<file path="src/rtl/encode8_arb.sv">
// encode8_arb -- 8-to-3 request encoder with a registered grant handshake.
//
// Purpose:
//   Collects single-cycle request pulses into a pending vector and presents
//   one of them at a time as a binary index (plus its one-hot form) to a
//   consumer. The block is the inverse of a 3-to-8 write-select decode.
//
// Arbitration policy:
//   Default build : fixed priority, lowest set index wins.
//   ROUND_ROBIN_EN: a 3-bit pointer is kept. The search starts at the pointer
//                   and ascends, wrapping from 7 to 0. After an accepted grant
//                   of index k the pointer moves to (k+1) mod 8.
//
// Handshake (valid/ready):
//   out_valid is the "valid" side and out_ack is the consumer's "ready". A
//   grant transfers on a rising edge where out_valid=1 and out_ack=1. Once
//   out_valid is high, out_idx/out_onehot stay stable until that transfer.
//   out_ack while out_valid=0 has no effect.
//
// Ports:
//   clk        in   1  clock, rising-edge active
//   rst_n      in   1  asynchronous active-low reset
//   req        in   8  request pulses; bit k sets pending bit k
//   enable     in   1  allows a new grant to load
//   out_ack    in   1  consumer accepts the current grant
//   out_valid  out  1  grant presented (registered)
//   out_idx    out  3  index of the granted request (registered)
//   out_onehot out  8  one-hot of out_idx while out_valid=1, else 0 (registered)
//   pending    out  8  pending-request vector (registered)

module encode8_arb (
  input  logic       clk,
  input  logic       rst_n,
  input  logic [7:0] req,
  input  logic       enable,
  input  logic       out_ack,
  output logic       out_valid,
  output logic [2:0] out_idx,
  output logic [7:0] out_onehot,
  output logic [7:0] pending
);

  logic [7:0] pending_q, pending_d;
  logic       valid_q,   valid_d;
  logic [2:0] idx_q,     idx_d;
  logic [7:0] onehot_q,  onehot_d;

  logic       accept;
  logic       load;
  logic [7:0] clr;
  logic [7:0] cand;
  logic [2:0] sel_idx;
  logic       sel_found;

  // ---------------------------------------------------------------------
  // Handshake and pending update
  // ---------------------------------------------------------------------
  always_comb begin
    accept    = valid_q & out_ack;
    clr       = accept ? onehot_q : 8'h00;
    // Candidates exclude the bit being acked this edge, so it cannot be
    // granted again on the same edge.
    cand      = pending_q & ~clr;
    // A fresh request on the acked bit wins over the clear.
    pending_d = cand | req;
    load      = (~valid_q | out_ack) & enable;
  end

`ifdef ROUND_ROBIN_EN
  // ---------------------------------------------------------------------
  // Round-robin selection starting at ptr_q
  // ---------------------------------------------------------------------
  logic [2:0] ptr_q, ptr_d;
  logic [2:0] probe;

  always_comb begin
    sel_idx   = 3'd0;
    sel_found = 1'b0;
    probe     = 3'd0;
    // Walk from the farthest offset toward the pointer so that the last hit
    // written is the first one in search order. The 3-bit add wraps 7 -> 0.
    for (int i = 7; i >= 0; i--) begin
      probe = ptr_q + 3'(i);
      if (cand[probe]) begin
        sel_idx   = probe;
        sel_found = 1'b1;
      end
    end
  end

  // Pointer only moves on an accepted grant.
  always_comb begin
    ptr_d = ptr_q;
    if (accept) begin
      ptr_d = idx_q + 3'd1;
    end
  end

  always_ff @(posedge clk or negedge rst_n) begin
    if (!rst_n) begin
      ptr_q <= 3'd0;
    end else begin
      ptr_q <= ptr_d;
    end
  end
`else
  // ---------------------------------------------------------------------
  // Fixed priority selection: lowest set index
  // ---------------------------------------------------------------------
  always_comb begin
    sel_idx   = 3'd0;
    sel_found = 1'b0;
    // Descending walk: the last hit written is the lowest index.
    for (int i = 7; i >= 0; i--) begin
      if (cand[i]) begin
        sel_idx   = 3'(i);
        sel_found = 1'b1;
      end
    end
  end
`endif

  // ---------------------------------------------------------------------
  // Grant register next state
  // ---------------------------------------------------------------------
  always_comb begin
    valid_d  = valid_q;
    idx_d    = idx_q;
    onehot_d = onehot_q;
    if (load) begin
      valid_d = sel_found;
      if (sel_found) begin
        idx_d    = sel_idx;
        onehot_d = 8'h01 << sel_idx;
      end else begin
        // Nothing to grant: drop the one-hot, keep the last index.
        onehot_d = 8'h00;
      end
    end else if (accept) begin
      // Acked while enable=0: the grant retires, index is left as is.
      valid_d  = 1'b0;
      onehot_d = 8'h00;
    end
  end

  always_ff @(posedge clk or negedge rst_n) begin
    if (!rst_n) begin
      pending_q <= 8'h00;
      valid_q   <= 1'b0;
      idx_q     <= 3'd0;
      onehot_q  <= 8'h00;
    end else begin
      pending_q <= pending_d;
      valid_q   <= valid_d;
      idx_q     <= idx_d;
      onehot_q  <= onehot_d;
    end
  end

  assign out_valid  = valid_q;
  assign out_idx    = idx_q;
  assign out_onehot = onehot_q;
  assign pending    = pending_q;

endmodule

</file>
<file path="config.mk">
export PLATFORM = sky130hd
export DESIGN_NAME = encode8_arb
export DESIGN_NICKNAME = d
export VERILOG_FILES = /design/src/rtl/encode8_arb.sv
export SDC_FILE = /design/constraint.sdc
export NUM_CORES = 1
export LEC_CHECK = 0
export CORE_MARGIN = 2
export CORE_UTILIZATION = 41
export CTS_CLUSTER_SIZE = 28
export DETAILED_ROUTE_END_ITERATION = 7
export MAX_ROUTING_LAYER = met4
export PLACE_DENSITY = 0.77
export SKIP_CTS_REPAIR_TIMING = 1
export SLEW_MARGIN = 20
export SYNTH_ARGS = -nofsm -noshare
export SYNTH_HDL_FRONTEND = slang
export SYNTH_SLANG_ARGS = --single-unit
</file>
<file path="constraint.sdc">
create_clock -name clk -period 1.72 [get_ports clk]
set_clock_uncertainty 0.05 [all_clocks]
set_input_delay 0.258 -clock clk [delete_from_list [all_inputs] [get_ports clk]]
set_output_delay 0.258 -clock clk [all_outputs]
set_load 0.02 [all_outputs]
</file>
# Yosys cells after proc, flatten, opt, wreduce, memory -nomap -nowiden
# Index checks and enable logic that the tools add are counted.
# word_totals
regBits,20
# classes
n_shift,1
mux,22
bitwise,7
reduce_logical,2
# op_table
operator,count
$mux 8,4
$mux 3,8
$mux 1,10
$and 8x8->8,1
$not 8->8,1
$or 8x8->8,1
$shl 1x3->8 const A,1
$and 1x1->1,2
$reduce_and 2->1,1
$reduce_bool 2->1,1
$not 1->1,1
$or 1x1->1,1

# Depth between registers and ports, before layout
# logic_depth
ltp_word,15
depth_mapped,7
mapped_depth_nobuf,5

# Worst setup path before layout
# No wires, ideal clock.
# synth_path
kind,reg2reg
startpoint,"reg valid_q, in the netlist out_valid"
endpoint,"reg idx_q[0], in the netlist out_idx[0]"
setup_time_ns,0.125
arrival_time_ns,1.673
required_ns,1.545
slack_ns,-0.129
stages_incl_launch_ff,7
n_path_buf,1
period_less_slack_ns,1.849
path_cell_list,dfrtp_1 -> and2_4 -> buf_6 -> o221ai_2 -> nor2_1 -> a21oi_1 -> mux2_4
# synth_between
elab_chain_cells,13
word_cells_on_any_way,24
cone_classes,17 x mux; 6 x bitwise; 1 x reduce/logical
# synth_rtl
item,line,source
start: declaration,44,"logic valid_q, valid_d;"
start signal: assignment,154,valid_q <= valid_d;
$and 1x1->1,59,accept = valid_q & out_ack;
$mux 8,60,clr = accept ? onehot_q : 8'h00;
$not 8->8,63,cand = pending_q & ~clr;
$and 8x8->8,63,
$mux 1 (8 in a row),115,if (cand[i]) begin
$reduce_and 2->1 (no source line),n/a,
end signal: assignment,155,idx_q <= idx_d;
end: declaration,45,"logic [2:0] idx_q, idx_d;"
# Parallel ways exist; a longest one is shown, timed or not.
# A chain may end at the register's enable or synchronous reset.

# Worst setup path in the final report
# Same ends and word-level chain as after synthesis.

==> impl_metrics.env <==
export IMPL_grt_max_degree=21
export IMPL_synth_edf_count=0
export IMPL_ys_flop_type="dfrtp_1"
export IMPL_path_delay_family="flip-flops"
export IMPL_place_hpwl_um=2290
export IMPL_num_rows=18
export IMPL_fin_setup_tns_ns=0
export IMPL_ioPinCount=32
export IMPL_die_w_um=54.7
export IMPL_swShare_pct=26.6
export IMPL_drt_wirelength_per_cell_um=17.1
export IMPL_multiInputGateArea_um2=607
export IMPL_p_int_mw=0.880
export IMPL_worst_slew_pin_slew_ns=0.309
export IMPL_r2r_start="out_valid"
export IMPL_reg2regPathDepth=6
export IMPL_synthTopCellsByCount="dfrtp_1 (20), nand2_1 (15), nor2_1 (9), a21o_1 (7), nand2b_1 (7)"
export IMPL_portBuffers=31
export IMPL_synthesis_nets=111
export IMPL_drive_gt1_share_pct=31.4
export IMPL_crit_chain="and2_4, buf_4, o221ai_4, nor2_2, a21oi_2, mux2_4"
export IMPL_slew_violations=0
export IMPL_start_kind="flip-flop"
export IMPL_post_route_period_util_pct=98.9
export IMPL_status="completed"
export IMPL_antenna_found_initial=0
export IMPL_grt_use_total_pct=22.9
export IMPL_final_cells=186
export IMPL_area_growth_pct=66.9
export IMPL_r2r_end="out_idx[0]"
export IMPL_holdCritPathClass="primary input to async pin"
export IMPL_slowest_delay_ns=0.45
export IMPL_clk_pin_slew_ns=0.12
export IMPL_met2_usage_pct=36.7
export IMPL_grt_pass1_vias=1001
export IMPL_grt_pass1_wl_um=4730
export IMPL_crit_cells=6
export IMPL_ys_seq_area_share_pct=47.6
export IMPL_cp_data_arrival_time_ns=1.86
export IMPL_yosys_area_top_type="dfrtp_1"
export IMPL_ctsRootBufferMaster="clkbuf_4"
export IMPL_vias_per_cell=5.69
export IMPL_globalplace_congestion=0.857
export IMPL_use_met1_pct=30.4
export IMPL_p_per_area_mw_per_mm2=683
export IMPL_fp_dieH_um=54.7
export IMPL_final_hold_viol_count=0
export IMPL_seqPwrFrac_pct=44.3
export IMPL_fmax_ghz=0.588
export IMPL_placedCellCount=180
export IMPL_combPwrFrac_pct=23.4
export IMPL_critPathKind="flip-flop to flip-flop"
export IMPL_synthDistinctLibCells=27
export IMPL_drv_cap=0
export IMPL_numCtsBuffers=3
export IMPL_path_buf_inv=1
export IMPL_clock_sinks=20
export IMPL_r2r_slack_ns=0.02
export IMPL_cts_max_level=1
export IMPL_cts_tree="built"
export IMPL_synth_warnings=0
export IMPL_core_mm2=0.00245
export IMPL_cp_max_fo=7
export IMPL_nFillCells=161
export IMPL_required_ns=1.88
export IMPL_final_core_util_pct=71.6
export IMPL_synthTopCellsByArea="dfrtp_1 (48%), nand2_1 (5.4%), a21o_1 (5.0%)"
export IMPL_initial_core_util_pct=42.9
export IMPL_ant_nets=0
export IMPL_endpoint_kind="flip-flop"
export IMPL_synthArstFlopShare_pct=100
export IMPL_wirelength_um=3180
export IMPL_setup_violations=0
export IMPL_die_area_mm2=0.00299
export IMPL_drt_first_iter_violations=33
export IMPL_antenna_cells=0
export IMPL_layout_nets=169
export IMPL_p_clk_share_pct=32.3
export IMPL_ys_ff_latch=20
export IMPL_synth_most_common_cell="dfrtp_1"
export IMPL_grtUsageMet3_pct=2.73
export IMPL_synth_top_area_share_pct=47.6
export IMPL_avgSynthCellArea_um2=10.6
export IMPL_slowest_stage="dfrtp_2"
export IMPL_clk_latency_ns=0.30
export IMPL_ir_drop_mv=0.523
export IMPL_switchingPower_mw=0.319
export IMPL_overflow=0
export IMPL_ff_latch_area_um2=503
export IMPL_post_route_min_period_ns=1.70
export IMPL_vias=1058
export IMPL_first_pass_iters=4
export IMPL_grt_busiest_layer="met2"
export IMPL_drc=0
export IMPL_clock_path_buffers=2
export IMPL_netlist_instances=99
export IMPL_maxSlewHeadroom_pct=79.2
export IMPL_syn_area_mm2=0.00105
export IMPL_p_leak_nw=0.899
-- state kept, by name (all words and copies together), names as in the netlist --
name and flops:
pending 8, out_valid 1, out_onehot 8, out_idx 3
-- final cells by class --
| class | instances | area share, % |
|---|---|---|
| Clock buffer | 3 | 1.28 |
| Clock inverter | 1 | 1.71 |
| Inverter | 6 | 1.28 |
| Multi-Input combinational cell | 71 | 34.5 |
| Sequential cell | 20 | 28.6 |
| Tap cell | 30 | 2.14 |
| Timing Repair Buffer | 55 | 30.4 |
-- routing by layer --
layer	up-vias	routed length (um)	share of wire, %
met2	42	1670	52
met1	534	1290	41
li1	478	-	-
met5	-	0	0
met3	4	182	5.7
met4	0	43	1.4
-- cells by family after synthesis --
logic type,count (synthesis),synth area share [%]
and+or+nand+nor,37,16.1
AOI/OAI and AO/OA,33,30.7
DFF,20,47.6
buffers and inverters,8,4.28
muxes,1,1.43
-- cell usage in the layout (no fill, tap or decap), types with 3 or more instances in the layout --
master	instances
inv_1	6
buf_4	22
clkdlybuf4s50_1	20
o221ai_4	4
dlymetal6s2s_1	11
nand2b_1	7
a21o_1	7
dfrtp_1	18
nand2_1	15
nor2_1	7
clkbuf_4	3
a21oi_1	3
a32o_1	3
-- worst register-to-register path: stages, from the launching register on --
cell,delay (ns)
dfrtp_2,0.45
and2_4,0.20
buf_4,0.17
o221ai_4,0.18
nor2_2,0.08
a21oi_2,0.18
mux2_4,0.31
-- power groups by stage --
stage / registers [mW] / clock network, mW / logic, mW
floorplan: 0.568 / 0 / 0.0965
global placement: 0.538 / 0 / 0.270
detailed placement: 0.539 / 0 / 0.275
CTS: 0.530 / 0.389 / 0.278
global route: 0.536 / 0.416 / 0.299
finish: 0.532 / 0.387 / 0.281
-- through the flow --
stage | hold slack [ns] | power (mW) | setup slack (ns) | area (um2)
floorplan | -0.0876 | 0.665 | -0.0111 | 1110
global placement | 0.428 | 0.808 | -0.256 | 1610
detailed placement | 0.439 | 0.814 | -0.321 | 1610
CTS | 0.233 | 1.20 | -0.0773 | 1660
global route | 0.230 | 1.25 | -0.0351 | 1760
finish | 0.218 | 1.20 | 0.0187 | 1760
-- worst max-delay path by stage --
stage | end | slack (ns) | startpoint
5_1_grt | out_idx[0] | -0.04 | out_valid
6_report | out_idx[0] | 0.02 | out_valid
3_5_place_dp | out_idx[0] | -0.32 | out_ack
2_1_floorplan | out_idx[0] | -0.01 | out_valid
4_1_cts | out_onehot[3] | -0.08 | out_ack
3_3_place_gp | out_idx[0] | -0.26 | out_ack
No activity file was read; power rests on OpenSTA's default activity.
